--- src/rtl/softmax_tile_feeder.sv ---
// Packs quantized attention scores into NUM-wide tiles, drives the softmax engine
// with running max/exp-sum carried across a row, and hands results downstream.
module softmax_tile_feeder #(
   parameter int D_W   = 8,
   parameter int NUM   = 16,
   parameter int IN_W  = 16,
   parameter int SHIFT = 3
) (
   input  logic                 I_CLK,
   input  logic                 I_RST,
   input  logic                 I_SCORE_VLD,
   input  logic [IN_W-1:0]      I_SCORE,
   input  logic                 I_ROW_FIRST,
   output logic                 O_SCORE_RDY,
   output logic                 O_SM_START,
   output logic [D_W*NUM-1:0]   O_SM_DATA,
   output logic [D_W-1:0]       O_SM_X_MAX,
   output logic [15:0]          O_SM_EXP_SUM,
   input  logic                 I_SM_VLD,
   input  logic [D_W*NUM-1:0]   I_SM_DATA,
   input  logic [D_W-1:0]       I_SM_X_MAX,
   input  logic [15:0]          I_SM_EXP_SUM,
   output logic                 O_TILE_VLD,
   output logic [D_W*NUM-1:0]   O_TILE_DATA,
   output logic [D_W-1:0]       O_TILE_X_MAX,
   output logic [15:0]          O_TILE_EXP_SUM,
   output logic                 O_TILE_ROW_FIRST,
   input  logic                 I_TILE_RDY
);

   localparam int CW = (NUM > 1) ? $clog2(NUM) : 1;
   localparam logic [1:0] S_FILL = 2'd0;
   localparam logic [1:0] S_RUN  = 2'd1;
   localparam logic [1:0] S_OUT  = 2'd2;
   localparam logic [D_W-1:0] NEG_MAX = {1'b1, {(D_W-1){1'b0}}};
   localparam logic [D_W-1:0] POS_MAX = {1'b0, {(D_W-1){1'b1}}};
   localparam logic [IN_W:0]  RND     = {{IN_W{1'b0}}, 1'b1} << (SHIFT-1);

   logic [1:0]           state_q, state_d;
   logic [CW-1:0]        cnt_q, cnt_d;
   logic                 row_first_q, row_first_d;
   logic                 run_q, run_d;
   logic [D_W*NUM-1:0]   sm_data_q, sm_data_d;
   logic [D_W-1:0]       run_max_q, run_max_d;
   logic [15:0]          run_sum_q, run_sum_d;
   logic                 tile_vld_q, tile_vld_d;
   logic [D_W*NUM-1:0]   tile_data_q, tile_data_d;
   logic [D_W-1:0]       tile_max_q, tile_max_d;
   logic [15:0]          tile_sum_q, tile_sum_d;
   logic                 tile_rf_q, tile_rf_d;

   logic signed [IN_W:0] rnd_sum, rnd_shr;
   logic                 ovf;
   logic [D_W-1:0]       q_sat;

   // Extra headroom bit keeps the rounding add from wrapping at +full-scale.
   always_comb begin
      rnd_sum = $signed({I_SCORE[IN_W-1], I_SCORE} + RND);
      rnd_shr = rnd_sum >>> SHIFT;
      ovf     = ~((&rnd_shr[IN_W:D_W-1]) | ~(|rnd_shr[IN_W:D_W-1]));
      q_sat   = ovf ? (rnd_shr[IN_W] ? NEG_MAX : POS_MAX) : rnd_shr[D_W-1:0];
   end

   always_comb begin
      state_d     = state_q;
      cnt_d       = cnt_q;
      row_first_d = row_first_q;
      run_d       = run_q;
      sm_data_d   = sm_data_q;
      run_max_d   = run_max_q;
      run_sum_d   = run_sum_q;
      tile_vld_d  = tile_vld_q;
      tile_data_d = tile_data_q;
      tile_max_d  = tile_max_q;
      tile_sum_d  = tile_sum_q;
      tile_rf_d   = tile_rf_q;
      case (state_q)
         S_FILL: begin
            if (I_SCORE_VLD) begin
               sm_data_d[cnt_q*D_W +: D_W] = q_sat;
               if (cnt_q == '0) row_first_d = I_ROW_FIRST;
               if (cnt_q == CW'(NUM-1)) begin
                  cnt_d   = '0;
                  run_d   = 1'b1;
                  state_d = S_RUN;
               end else begin
                  cnt_d = CW'(cnt_q + 1'b1);
               end
            end
         end
         S_RUN: begin
            if (I_SM_VLD) begin
               tile_data_d = I_SM_DATA;
               tile_max_d  = I_SM_X_MAX;
               tile_sum_d  = I_SM_EXP_SUM;
               tile_rf_d   = row_first_q;
               tile_vld_d  = 1'b1;
               run_max_d   = I_SM_X_MAX;
               run_sum_d   = I_SM_EXP_SUM;
               run_d       = 1'b0;
               state_d     = S_OUT;
            end
         end
         S_OUT: begin
            if (I_TILE_RDY) begin
               tile_vld_d = 1'b0;
               state_d    = S_FILL;
            end
         end
         default: state_d = S_FILL;
      endcase
   end

   always_ff @(posedge I_CLK) begin
      if (I_RST) begin
         state_q     <= S_FILL;
         cnt_q       <= '0;
         row_first_q <= 1'b0;
         run_q       <= 1'b0;
         sm_data_q   <= '0;
         run_max_q   <= NEG_MAX;
         run_sum_q   <= '0;
         tile_vld_q  <= 1'b0;
         tile_data_q <= '0;
         tile_max_q  <= '0;
         tile_sum_q  <= '0;
         tile_rf_q   <= 1'b0;
      end else begin
         state_q     <= state_d;
         cnt_q       <= cnt_d;
         row_first_q <= row_first_d;
         run_q       <= run_d;
         sm_data_q   <= sm_data_d;
         run_max_q   <= run_max_d;
         run_sum_q   <= run_sum_d;
         tile_vld_q  <= tile_vld_d;
         tile_data_q <= tile_data_d;
         tile_max_q  <= tile_max_d;
         tile_sum_q  <= tile_sum_d;
         tile_rf_q   <= tile_rf_d;
      end
   end

   // Start drops in the pulse cycle itself so the engine never re-arms.
   assign O_SCORE_RDY      = (state_q == S_FILL);
   assign O_SM_START       = run_q & ~I_SM_VLD;
   assign O_SM_DATA        = sm_data_q;
   assign O_SM_X_MAX       = row_first_q ? NEG_MAX : run_max_q;
   assign O_SM_EXP_SUM     = row_first_q ? 16'h0000 : run_sum_q;
   assign O_TILE_VLD       = tile_vld_q;
   assign O_TILE_DATA      = tile_data_q;
   assign O_TILE_X_MAX     = tile_max_q;
   assign O_TILE_EXP_SUM   = tile_sum_q;
   assign O_TILE_ROW_FIRST = tile_rf_q;

endmodule

--- config.mk ---
export PLATFORM = sky130hd
export DESIGN_NAME = softmax_tile_feeder
export DESIGN_NICKNAME = d
export VERILOG_FILES = /design/src/rtl/softmax_tile_feeder.sv
export SDC_FILE = /design/constraint.sdc
export NUM_CORES = 1
export LEC_CHECK = 0
export BUFFER_PORTS_ARGS = -buffer_cell sky130_fd_sc_hd__buf_2
export CORE_AREA = 2 2 188 190
export CTS_CLUSTER_DIAMETER = 120
export DETAILED_ROUTE_END_ITERATION = 6
export DIE_AREA = 0 0 190 192
export GPL_ROUTABILITY_DRIVEN = 0
export PLACE_DENSITY_LB_ADDON = 0.05
export REMOVE_ABC_BUFFERS = 1
export SLEW_MARGIN = 0
export SYNTH_ARGS = -nofsm -noshare
export SYNTH_HDL_FRONTEND = slang
export SYNTH_SLANG_ARGS = --single-unit
--- constraint.sdc ---
create_clock -name I_CLK -period 6 [get_ports I_CLK]
set_input_delay 1.2 -clock I_CLK [delete_from_list [all_inputs] [get_ports I_CLK]]
set_output_delay 1.2 -clock I_CLK [all_outputs]
set_load 0.005 [all_outputs]
==> metrics.csv <==
metric;value;unit
swShare;21.98;%
netlist_area;0.01081;sq mm
yosys.cell_types.count;52;
grt_max_degree;160;
yosysSeqAreaShare;53.91;%
p_int;3351;uW
drc;0;
dieArea;0.03648;sq mm
fin_tns_setup;0;ns
final_cell_mix;buf_2 (478), nand2_1 (423), dfxtp_1 (291);
slew_headroom;32.99;%
post_cts_resized;0;
synth_edf_count;0;
cts_max_path_buffers;3;
grtUsageTotal;20.06;%
grt-ovfl-total;0;
peakVddDrop;0.1927;mV
fin_ws;2.238;ns
route.met3.wl;3.026;mm
port_buffers;479;
cts_buffers;35;
via_per_inst;4.669;
share_comb_of_total_power;4.2;%
rsz0062_at_grt;no;
drive_above_1_share;32.80;%
wl_per_cell;17.62;microns
drt_iter0_drc;529;
path_cells;buf_2 -> ha_1 -> nand4_1 -> o31ai_2 -> a41oi_1 -> a21oi_2 -> nand4_1 -> o2bb2ai_1;
cts_hold_buf;0;
holdPathEnd;O_SM_DATA[36];
fillers;3585;
drv_slew;0;
yosys-top-cells-area;dfxtp_1 (54%), nand2_1 (15%), a21oi_1 (8.1%);
avgSynthCellArea;8.371;sq um
yosys_warnings;0;
clk-insertion-delay-late;0.51;ns
cts-htree-levels;2;
dieHeight;192;microns
critPathLaunchType;input port;
ant_nets;0;
synth-main-ff-cell;dfxtp_1;
fin_crit;3.762;ns
timing.rr.start;cnt_q[0];
power.total;4294;uW
routed_wl;38.91;mm
cp_max_fo;14;
synthArstFlopShare;0;%
crit_path_max_incr_delay;0.74;ns
postPlaceCellArea;0.01344;sq mm
clock-sinks;291;
worst_r2r_path_depth;7;
switching_power;943.9;uW
fmax;265.8;MHz
share_seq_of_total_power;45.3;%
path_clk_slew;0.06;ns
boundaryPins;482;
tightest_slew;1.005;ns
cp_common_cell;nand4_1;
period_share;62.70;%
cap_violations;0;
p_per_area;293.4;mW/mm^2
final_area;0.01464;sq mm
clock-root-buffer;clkbuf_16;
die_w;190;microns
regToRegEndpoint;O_SM_DATA[96];
ys_seq_elements;291;
fin_skew;0.01534;ns
end_kind;register;
clkPwrFrac;50.5;%
path_class;input port to register;
cp.required;6.42;ns
antenna_found_initial;4;
hold_viol;0;
vias;10310;
postCtsSetupRepairBufs;0;
setup-violations-final;0;
whs_path_depth;2;
grt_pass1_wl;56.79;mm
final_common_cell;buf_2;
met2_length;18.63;mm
m1WireLength;16.49;mm
final_core_util;42.69;%
start_util;31.52;%
dr.max_layer_used;met5;
power_leakage;0.006508;uW
synth_cells;1291;
synth_top_area_share;53.91;%
first_global_vias;9590;
rows;68;
dpl_worst_slack;1.781;ns
crit_arrival;4.18;ns
synth_top_area_cell;dfxtp_1;
areaGrowthSynthToFinish;35.45;%
dr.pass1.iters;5;
hp-class;register to register;
crit_path_top_delay_cell;a21oi_2;
cts_tree;yes;
hold_start;O_SM_DATA[36];
r2r_setup_slack;3.13;ns
layout.nets;1908;
status;completed;
coreArea;0.03429;sq mm
place_hpwl;27.55;mm
[sequential cells by signal, indices dropped and copies added (netlist names), 2 cells and up]
name,count
cnt_q,4
O_TILE_DATA,128
state_q,2
run_max_q,8
O_SM_DATA,128
O_TILE_EXP_SUM,16
[layout make-up]
class / count / area (sq um) / share of cell area (%)
Clock inverter: 10 / 102.6 / 0.7009
Inverter: 3 / 11.26 / 0.07693
Sequential cell: 291 / 5826 / 39.80
Tap cell: 455 / 569.3 / 3.889
Multi-Input combinational cell: 913 / 4572 / 31.23
Clock buffer: 53 / 1096 / 7.488
Timing Repair Buffer: 483 / 2459 / 16.80
Antenna cell: 1 / 2.502 / 0.01710
[worst max path at each step]
stage / startpoint / to / slack (ns) / depth (start not counted)
floorplan: I_SM_VLD / O_TILE_X_MAX[7] / -0.47 / 4
global placement: I_SCORE[2] / O_SM_DATA[97] / 1.82 / 8
detailed placement: I_SCORE[2] / O_SM_DATA[38] / 1.78 / 8
CTS: I_SCORE[2] / O_SM_DATA[38] / 2.30 / 8
global route: I_SCORE[2] / O_SM_DATA[100] / 1.99 / 8
finish: I_SCORE[2] / O_SM_DATA[96] / 2.24 / 8
[cell families (layout without fill, tap and decap cells)]
| family | count (synthesis) | count (layout) | share of synthesized area [%] |
|---|---|---|---|
| other | 0 | 1 | 0 |
| DFF | 291 | 291 | 53.91 |
| adders and majority gates | 7 | 7 | 0.8104 |
| AOI/OAI and AO/OA | 314 | 314 | 17.26 |
| and+or+nand+nor | 569 | 569 | 22.11 |
| xor gates and xnor gates | 9 | 9 | 0.7294 |
| muxes | 14 | 14 | 1.297 |
| buffers and inverters | 87 | 549 | 3.879 |
[critical path: cells and delay by family]
kind	cells	cell delay, ns
AO/OA/AOI/OAI	4	1.70
AND/OR/NAND/NOR	2	0.82
adder cells (fa/ha/maj)	1	0.34
buffers and inverters	1	0.12
[metrics by stage]
step                hold slack (ns)  instances
floorplan                    0.4211       1207
global placement             0.4298       2145
detailed placement           0.4379       2145
CTS                          0.4461       2208
global route                 0.4619       2209
finish                       0.4419       2209
[metal layers]
layer	up-vias	GRT usage (%)
met1	4757	25.00
met4	6	5.337
met5	-	0
met3	47	6.267
met2	320	33.52
li1	5184	-
[synthesized netlist by cell type (all sizes together), types with 3 or more instances]
cell and count:
nand2 423, dfxtp 291, a21oi 183, o21ai 91, clkbuf 57, nor2 47
buf 27, nor2b 27, nand3 23, o2bb2ai 21, mux2i 14, nor3 10
nand4 9, and3 7, ha 7, and2 6, xnor2 5, a211oi 4
xor2 4, a21o 3, a41oi 3, inv 3, nor3b 3
[power groups by stage]
stage               combinational [uW]  sequential, uW  clock (uW)
finish                             181            1950        2170
global route                       199            1950        2300
CTS                                182            1950        2230
detailed placement                 181            1990           0
global placement                   179            1990           0
floorplan                         67.6            1990           0
Power figures use the tool's default switching activity.
